--- src/rtl/alu16_issue.sv ---
// Two-stage valid/ready front-end for the alub16 combinational ALU: an operand
// register drives the ALU, a result register captures R and flags, plus sticky status.
module alu16_issue #(
  parameter int CNT_W = 8
) (
  input  logic             clk,
  input  logic             rst_n,
  input  logic             in_valid,
  output logic             in_ready,
  input  logic [15:0]      in_a,
  input  logic [15:0]      in_b,
  input  logic [3:0]       in_op,
  output logic [15:0]      alu_a,
  output logic [15:0]      alu_b,
  output logic [3:0]       alu_op,
  input  logic [15:0]      alu_r,
  input  logic             alu_zero,
  input  logic             alu_neg,
  input  logic             alu_ovfl,
  output logic             out_valid,
  input  logic             out_ready,
  output logic [15:0]      out_r,
  output logic             out_zero,
  output logic             out_neg,
  output logic             out_ovfl,
  output logic             out_illegal,
  input  logic             clr_status,
  output logic             sts_ovfl,
  output logic             sts_illegal,
  output logic [CNT_W-1:0] illegal_cnt
);

  logic [15:0] a_q, b_q;
  logic [3:0]  op_q;
  logic        s1_v;
  logic        s2_adv, accept, s2_load, deliver;
  logic        dlv_ovfl, dlv_illegal;

  logic [15:0] r_nxt;
  logic        zero_nxt, neg_nxt, ovfl_nxt, illegal_nxt;

  assign s2_adv   = !out_valid || out_ready;
  assign in_ready = !s1_v || s2_adv;
  assign accept   = in_valid && in_ready;
  assign s2_load  = s1_v && s2_adv;
  assign deliver  = out_valid && out_ready;

  assign alu_a  = a_q;
  assign alu_b  = b_q;
  assign alu_op = op_q;

  always_ff @(posedge clk or negedge rst_n) begin
    if (!rst_n) begin
      a_q  <= '0;
      b_q  <= '0;
      op_q <= '0;
      s1_v <= 1'b0;
    end else if (accept) begin
      a_q  <= in_a;
      b_q  <= in_b;
      op_q <= in_op;
      s1_v <= 1'b1;
    end else if (s2_load) begin
      s1_v <= 1'b0;
    end
  end

  // The ALU's ovfl output is only meaningful for add (2) and sub (3).
  always_comb begin
    r_nxt       = '0;
    zero_nxt    = 1'b0;
    neg_nxt     = 1'b0;
    ovfl_nxt    = 1'b0;
    illegal_nxt = 1'b0;
    if (op_q[3]) begin
      illegal_nxt = 1'b1;
    end else begin
      r_nxt    = alu_r;
      zero_nxt = alu_zero;
      neg_nxt  = alu_neg;
      ovfl_nxt = ((op_q == 4'd2) || (op_q == 4'd3)) && alu_ovfl;
    end
  end

  always_ff @(posedge clk or negedge rst_n) begin
    if (!rst_n) begin
      out_valid   <= 1'b0;
      out_r       <= '0;
      out_zero    <= 1'b0;
      out_neg     <= 1'b0;
      out_ovfl    <= 1'b0;
      out_illegal <= 1'b0;
    end else if (s2_load) begin
      out_valid   <= 1'b1;
      out_r       <= r_nxt;
      out_zero    <= zero_nxt;
      out_neg     <= neg_nxt;
      out_ovfl    <= ovfl_nxt;
      out_illegal <= illegal_nxt;
    end else if (deliver) begin
      out_valid <= 1'b0;
    end
  end

  assign dlv_ovfl    = deliver && out_ovfl;
  assign dlv_illegal = deliver && out_illegal;

  // A clear coinciding with a delivery wipes history but keeps the current event.
  always_ff @(posedge clk or negedge rst_n) begin
    if (!rst_n) begin
      sts_ovfl    <= 1'b0;
      sts_illegal <= 1'b0;
      illegal_cnt <= '0;
    end else if (clr_status) begin
      sts_ovfl    <= dlv_ovfl;
      sts_illegal <= dlv_illegal;
      illegal_cnt <= dlv_illegal ? CNT_W'(1) : '0;
    end else begin
      if (dlv_ovfl)
        sts_ovfl <= 1'b1;
      if (dlv_illegal) begin
        sts_illegal <= 1'b1;
        if (illegal_cnt != {CNT_W{1'b1}})
          illegal_cnt <= illegal_cnt + CNT_W'(1);
      end
    end
  end

endmodule

--- config.mk ---
export PLATFORM = sky130hd
export DESIGN_NAME = alu16_issue
export DESIGN_NICKNAME = d
export VERILOG_FILES = /design/src/rtl/alu16_issue.sv
export SDC_FILE = /design/constraint.sdc
export NUM_CORES = 1
export LEC_CHECK = 0
export ABC_AREA = 1
export CAP_MARGIN = 10
export CORE_ASPECT_RATIO = 1.1
export CORE_MARGIN = 10
export CORE_UTILIZATION = 39
export DETAILED_ROUTE_END_ITERATION = 8
export PLACE_DENSITY_LB_ADDON = 0.25
export SYNTH_ARGS = -nofsm -noshare
export SYNTH_HDL_FRONTEND = slang
export SYNTH_SLANG_ARGS = --single-unit
--- constraint.sdc ---
create_clock -name clk -period 1.9 [get_ports clk]
set_clock_uncertainty 0.2 [all_clocks]
set_input_delay 0.38 -clock clk [delete_from_list [all_inputs] [get_ports clk]]
set_output_delay 0.38 -clock clk [all_outputs]
set_load 0.005 [all_outputs]
-- Word-level counts from Yosys, hierarchy flattened
Index checks and enable logic that the tools add are counted.
- bits in registers: 68
- input bits: 60
- output and inout port bits: 68
- add/sub/neg operators: 1
- eq/ne operators: 3
- muxes and demuxes: 17
- reduce and logical (&&, ||, !) cells: 17
- operator list (kind ; number):
    8-bit two-way mux ; 3
    16-bit two-way mux ; 1
    1-bit two-way mux ; 13
    2-bit nonzero test ; 5
    8-bit by 1-bit adder with 8-bit output (second input constant) ; 1
    4-bit by 2-bit equality test with 1-bit output (second input constant) ; 2
    8-bit inequality test (second input constant) ; 1
    1-bit logical AND ; 6
    1-bit logical OR ; 3
    1-bit logical NOT ; 2
    2-bit AND reduction ; 1

-- Depth between registers and ports, before layout
Gate-level depths: netlist (run 1).
- depth in word-level cells: 5
- gate-level depth with buffers: 8

-- Worst setup path after synthesis (run 1)
No wires, ideal clock.
- kind: register to register
- start point: reg illegal_cnt[0]
- end point: reg illegal_cnt[6]
- arrival time: 1174 ps
- setup slack: 410 ps
- stages on the path, launching flop included: 9
- buffers on the path: 1
- cell sequence: dfrtp_1 ha_1 nand2_2 nor2_4 nand3_2 nand2_2 buf_12 o21ai_2 inv_1
- word-level cells in the longest chain between the ends: 4
- elaborated cells between the ends (all ways): 7
- those cells by class: add/sub: 1; eq/ne: 1; mux: 3; reduce/logical: 2
- ends and longest elaborated chain (what ; line ; text):
    from (decl) ; 30 ; output logic [CNT_W-1:0] illegal_cnt
    from (signal assigned) ; 117 ; illegal_cnt <= dlv_illegal ? CNT_W'(1) : '0;
    from (signal assigned) ; 124 ; illegal_cnt <= illegal_cnt + CNT_W'(1);
    8-bit by 1-bit adder with 8-bit output ; 124 ;
    8-bit two-way mux ; 123 ; if (illegal_cnt != {CNT_W{1'b1}})
    8-bit two-way mux ; 121 ; if (dlv_illegal) begin
    8-bit two-way mux ; 114 ; end else if (clr_status) begin
Several ways; a longest one is shown, not always the timed one. The select of a mux whose other input is x is not followed.
A chain may end at the register's enable or synchronous reset.

-- Final worst setup path (run 1)
- start point: in out_ready
- end point: out in_ready
- word-level cells in the longest chain between the ends: 2
- ends and longest elaborated chain (what ; line ; text):
    from (decl) ; 21 ; input logic out_ready,
    1-bit logical OR ; 42 ; assign s2_adv = !out_valid || out_ready;
    1-bit logical OR ; 43 ; assign in_ready = !s1_v || s2_adv;
    to (decl) ; 9 ; output logic in_ready,
Every way passes these cells.

==> results by group, run 1 <==
Outcome
  – Outcome: complete, no violations

Final layout
  – Most common cell after layout, fill and taps aside: clkdlybuf4s50_1
  – Fin nets: 492
  – Antenna diode count: 0
  – Area delta synth->final: 61.8%
  – Final Instance Area: 4580 um2
  – Final Util: 65.0%
  – Most frequent cells in the layout: clkdlybuf4s50_1, nand2_1, dfrtp_1
  – Layout cells sized above 1: 13.5%

Setup path
  – Worst EP arrival: 1.28 ns
  – Crit. End Element: output port
  – Critical Path Fanout Max: 2
  – CP startpoint kind: input pin
  – Worst Path Required: 1.32 ns
  – CP Class: input pin to output port

Pwr
  – Tot Pwr: 4550 uW
  – Clock Power Share: 32.1%
  – Internal power: 3370 uW
  – Switching share of power: 26.0%
  – Pwr Density: 994 nW/um2
  – Part of the power in registers: 40.5%
  – Sw Pwr: 1180 uW
  – VDD IR max: 578 uV
  – Comb pwr share: 27.4%
  – Pleak: 0.00219 uW

Global routing
  – GR Overflow Total: 0
  – GRT Util Overall: 15.5%
  – Antenna violations before repair: 0
  – Via count of the first global-routing pass: 2628
  – Largest net degree at the start of global routing: 69
  – First-pass GRT wire length: 13700 um

Synthesis
  – Synth Warn #: 0
  – Synth Register Bits: 68
  – Seq/Total Area, Yosys: 60.2%
  – Post-Synthesis Net Count: 346
  – Cells after synthesis: 285
  – Distinct cells, synth: 24
  – Avg Synthesized Cell Area: 9.93 um2
  – Mapped Area: 2830 um2

Floorplan
  – Die Ht: 109 um
  – Die ar.: 11100 um2
  – CORE AREA: 7050 um2
  – Die width: 101 um
  – Cell Rows: 32
  – # IOs: 128
  – Initial Util: 40.1%

STA
  – Tmin final: 1.86 ns
  – Final Hold Viols: 0
  – Rel. slew slack: 73.8%
  – Final Setup Violations: 0
  – Final hold slack: 0.275 ns
  – RSZ-0062 raised after global routing: no
  – Fin crit share: 97.8%
  – Slew of the pin with the lowest slew margin: 0.394 ns
  – Fmax: 0.538 GHz
  – Worst setup margin: 0.0409 ns
  – Fin. max-slew vios: 0

Run
  – Max-cap violations: 0

Route
  – # DRC: 0
  – Vias: 2509
  – Wire per inst: 16.0 um
  – Final ANT Viol Nets: 0
  – Drt first pass iters: 4
  – Initial drt markers: 83
  – Routed WL: 8330 um
  – Vias per cell: 4.82

Clock tree
  – Clk slew on worst S/H paths: 0.07 ns
  – Cts bufs inserted: 9
  – CTS H-tree depth: 3
  – Clock latency on the worst-skew pair: 0.34 ns
  – TritonCTS clock tree: built
  – # clock sinks: 68
  – CTS max path bufs: 2
  – CTS root buf: clkbuf_8

Placed design
  – Placed inst area: 4260 um2
  – Post-DP HPWL: 6020 um
  – Post-place setup slack: -0.269 ns
  – # port buffers: 127
  – Final GP Congestion: 0.829

Hold path
  – Class of the worst hold path: flip-flop to flip-flop
-- critical path, stage by stage --
cell             delay (ns)
clkdlybuf4s50_1        0.50
inv_2                  0.06
nand3_2                0.07
dlygate4sd2_1          0.27
-- timing repair --
item,CTS,global route
resized for setup,2,2
hold buffers,1,0
pin swaps,0,0
setup endpoints to repair,6,4
buffers inserted,6,2
cloned,0,0
hold endpoints to repair,68,0
-- cells in the mapped netlist (all sizes together) --
cell	number	area [um2]
nor2	9	57.6
ha	1	12.5
clkbuf	1	3.75
dfrtp	68	1700
o21bai	3	22.5
a21oi	5	25.0
a22o	18	158
inv	11	41.3
nand2	100	395
nand3	45	235
o21ai	8	62.6
a32o	1	10.0
buf	15	104
-- final timing paths --
check	start	to	slack, ns	depth (start not counted)
worst max register to register	out_valid$_DFFE_PN0P_	alu_a[11]$_DFFE_PN0P_	0.16	7
worst max-delay path	out_ready	in_ready	0.04	4
max in group asynchronous	rst_n	alu_op[3]$_DFFE_PN0P_	0.78	3
worst min register to register	alu_b[8]$_DFFE_PN0P_	alu_b[8]$_DFFE_PN0P_	0.28	2
worst min-delay path	alu_b[8]$_DFFE_PN0P_	alu_b[8]$_DFFE_PN0P_	0.28	2
min in group asynchronous	rst_n	illegal_cnt[7]$_DFFE_PN0P_	0.38	3
-- routing by layer --
layer / vias up / track usage [%] / routed length, um
met1: 1171 / 17.7 / 3330
met5: - / 0 / 0
met2: 90 / 24.3 / 3950
li1: 1235 / - / -
met4: 0 / 6.37 / 136
met3: 13 / 7.60 / 906
-- cells by family after synthesis --
| kind of cell | count (synthesis) | synth area share, % |
|---|---|---|
| AND/OR/NAND/NOR | 154 | 24.3 |
| flip-flops | 68 | 60.2 |
| AO/OA/AOI/OAI | 35 | 9.82 |
| buffers and inverters | 27 | 5.26 |
| adder cells (fa/ha/maj) | 1 | 0.442 |
-- metrics by stage --
| step | std cells | setup TNS [ns] |
|---|---|---|
| after global placement | 496 | -8.89 |
| after floorplan | 285 | 0 |
| final | 521 | 0 |
| after detailed placement | 496 | -9.67 |
| after global routing | 521 | 0 |
| after CTS | 519 | 0 |
-- flip-flops by register name, summed over array words and instances, names as in the netlist --
register / count
alu_b: 16
s1_v: 1
alu_op: 4
alu_a: 16
out_neg: 1
illegal_cnt: 8
sts_illegal: 1
out_r: 16
out_valid: 1
sts_ovfl: 1
out_zero: 1
out_illegal: 1
out_ovfl: 1
-- layout make-up --
type                       instances  area [um2]
sequential                        68        1700
multi-input combinational        190         978
tap                               85         106
clock buffer                      10         138
timing repair buffer             151        1500
inverter                          11        41.3
fill                             595        2470
clock inverter                     6         111
-- power by group through the flow --
stage / sequential (uW) / combinational [uW] / clock [uW]
2_1_floorplan: 1890 / 385 / 0
3_3_place_gp: 1870 / 1190 / 0
3_5_place_dp: 1890 / 1210 / 0
4_1_cts: 1850 / 1260 / 1500
5_1_grt: 1880 / 1370 / 1580
6_report: 1840 / 1250 / 1460
No activity file was read; power rests on OpenSTA's default activity.
==> inputs of run 2 (changes only) <==
- GPL_TIMING_DRIVEN: unset -> 0
==> results by group, run 2 (synthesis gave the netlist of run 1 again) <==
Placed design
  – Post-DP HPWL: 6080 um (+1.2%)
  – # port buffers: 126 (-0.79%)
  – Final GP Congestion: 0.822 (-0.86%)

Route
  – Drt first pass iters: 4 (unchanged)
  – Routed WL: 8230 um (-1.2%)
  – Wire per inst: 15.8 um (-1.4%)
  – Vias: 2503 (-0.24%)
  – Final ANT Viol Nets: 0 (unchanged)
  – Initial drt markers: 103 (+24%)
  – # DRC: 0 (unchanged)
  – Vias per cell: 4.80 (-0.43%)

STA
  – Fin. max-slew vios: 0 (unchanged)
  – Fmax: 0.545 GHz (+1.3%)
  – RSZ-0062 raised after global routing: no
  – Slew of the pin with the lowest slew margin: 0.871 ns (+0.477 ns)
  – Final Setup Violations: 0 (unchanged)
  – Rel. slew slack: 41.9% (-32 points)
  – Tmin final: 1.83 ns (-0.0247 ns)
  – Fin Setup TNS: 0 ns (unchanged)
  – Final Hold Viols: 0 (unchanged)
  – Fin crit share: 96.5% (-1.3 points)

Hold path
  – WHS Path Cells: 3 (+1)
  – HP Start: in_valid
  – Sink of the worst hold path: alu_op[0]$_DFFE_PN0P_
  – Class of the worst hold path: input pin to flip-flop

Final layout
  – Most common cell after layout, fill and taps aside: clkdlybuf4s50_1
  – Area delta synth->final: 59.8%
  – Antenna diode count: 0 (unchanged)
  – Area occupied by registers: 1700 um2 (about the same)
  – Fin nets: 493 (+0.20%)
  – Multi-input gate area: 986 um2 (+0.77%)
  – Layout cells sized above 1: 13.3% (-0.26 points)
  – Final Util: 64.2% (-0.80 points)
  – Most frequent cells in the layout: clkdlybuf4s50_1, nand2_1, dfrtp_1
  – Fill cell count: 595 (unchanged)

Setup path
  – R2R depth: 7 (unchanged)
  – Buf/Inv on CP: 1 (-2)
  – Worst EP arrival: 1.25 ns (-0.03 ns)
  – Worst-path cell chain: clkdlybuf4s50_1
  – Delay-heaviest family, CP: buffers and inverters
  – Worst Path Required: 1.32 ns (about the same)
  – Reg-to-Reg End: alu_a[5]$_DFFE_PN0P_
  – Crit. End Element: output port
  – CP startpoint kind: flip-flop
  – Max incr delay on CP: 0.54 ns (+0.04 ns)
  – Reg2Reg Setup Slack: 0.20 ns (+0.04 ns)
  – Slowest library cell on the worst path: clkdlybuf4s50_1
  – Critical Path Fanout Max: 3 (+1)
  – CP Class: flip-flop to output port
  – R2r startpoint: out_valid$_DFFE_PN0P_

Pwr
  – Switching share of power: 26.6% (+0.57 points)
  – Pleak: 0.00216 uW (-1.3%)
  – Comb pwr share: 28.0% (+0.6 points)
  – VDD IR max: 623 uV (+7.6%)
  – Internal power: 3230 uW (-4.1%)
  – Clock Power Share: 30.1% (-2.0 points)
  – Pwr Density: 973 nW/um2 (-2.2%)
  – Part of the power in registers: 41.8% (+1.3 points)
  – Sw Pwr: 1170 uW (-1.3%)

Global routing
  – Antenna violations before repair: 0 (unchanged)
  – GR Overflow Total: 0 (unchanged)
  – Largest net degree at the start of global routing: 69 (unchanged)
  – GRT Util Overall: 14.9% (-0.58 points)
  – Via count of the first global-routing pass: 2569 (-2.2%)
  – First-pass GRT wire length: 13200 um (-3.5%)

Floorplan
  – Cell Rows: 32 (unchanged)
  – Die Ht: 109 um (unchanged)
  – Initial Util: 40.1% (unchanged)
  – CORE AREA: 7050 um2 (unchanged)
  – # IOs: 128 (unchanged)
  – Die width: 101 um (unchanged)
  – Die ar.: 11100 um2 (unchanged)

Clock tree
  – CTS root buf: clkbuf_8
  – CTS H-tree depth: 3 (unchanged)
  – TritonCTS clock tree: built
  – CTS max path bufs: 2 (unchanged)
  – Cts bufs inserted: 9 (unchanged)
  – Clk slew on worst S/H paths: 0.07 ns (about the same)
  – # clock sinks: 68 (unchanged)
  – Clock latency on the worst-skew pair: 0.33 ns (about the same)

Outcome
  – Outcome: complete, no violations

Run
  – Max-cap violations: 0 (unchanged)
run 2: repair_timing:
action / 4_1_cts / 5_1_grt
pin swaps: 0 / 0
hold buffers: 1 / 0
setup buffers: 4 / 6
setup endpoints to repair: 5 / 5
endpoints found under the hold margin: 52 / 0
gates resized for setup: 7 / 1
run 2: cell type report:
type / instances / area share [%]
sequential: 68 / 37.7
tap: 85 / 2.35
inverter: 11 / 0.913
clock buffer: 11 / 3.13
buffer: 15 / 2.27
multi-input combinational: 190 / 21.8
timing repair buffer: 137 / 30.0
clock inverter: 5 / 1.88
run 2: power by group through the flow:
stage | sequential [uW] | combinational [uW] | clock (uW)
floorplan | 1890 | 385 | 0
CTS | 1850 | 1210 | 1370
finish | 1840 | 1230 | 1320
global placement | 1870 | 1160 | 0
detailed placement | 1880 | 1180 | 0
global route | 1870 | 1350 | 1430
run 2: worst max path at each step:
stage,startpoint,to,slack (ns),cells after the start
after CTS,out_valid$_DFFE_PN0P_,out_valid,0.0003,1
final,alu_op[1]$_DFFE_PN0P_,alu_op[1],0.07,1
after detailed placement,out_ready,in_ready,-0.51,5
after global routing,alu_op[2]$_DFFE_PN0P_,alu_op[2],0.01,1
after floorplan,illegal_cnt[0]$_DFFE_PN0P_,illegal_cnt[6]$_DFFE_PN0P_,0.41,8
after global placement,rst_n,alu_a[1]$_DFFE_PN0P_,-2.16,1
run 2: stage by stage:
stage               worst slack (ns)  power (uW)  cell area, um2  hold slack (ns)  instances
floorplan                      0.410        2280            2830           -0.116        285
detailed placement            -0.511        3060            4190            0.258        496
finish                        0.0656        4400            4520            0.208        522
global route                  0.0116        4650            4520            0.194        522
CTS                         0.000333        4430            4460            0.188        516
global placement               -2.16        3030            4200            0.252        496
run 2: per-layer routing:
| layer | up-vias | global-route usage [%] | wire, um |
|---|---|---|---|
| li1 | 1234 | - | - |
| met1 | 1176 | 16.9 | 3250 |
| met2 | 85 | 23.4 | 3900 |
| met3 | 8 | 8.79 | 1000 |
| met4 | 0 | 4.18 | 73 |
| met5 | - | 0 | 0 |
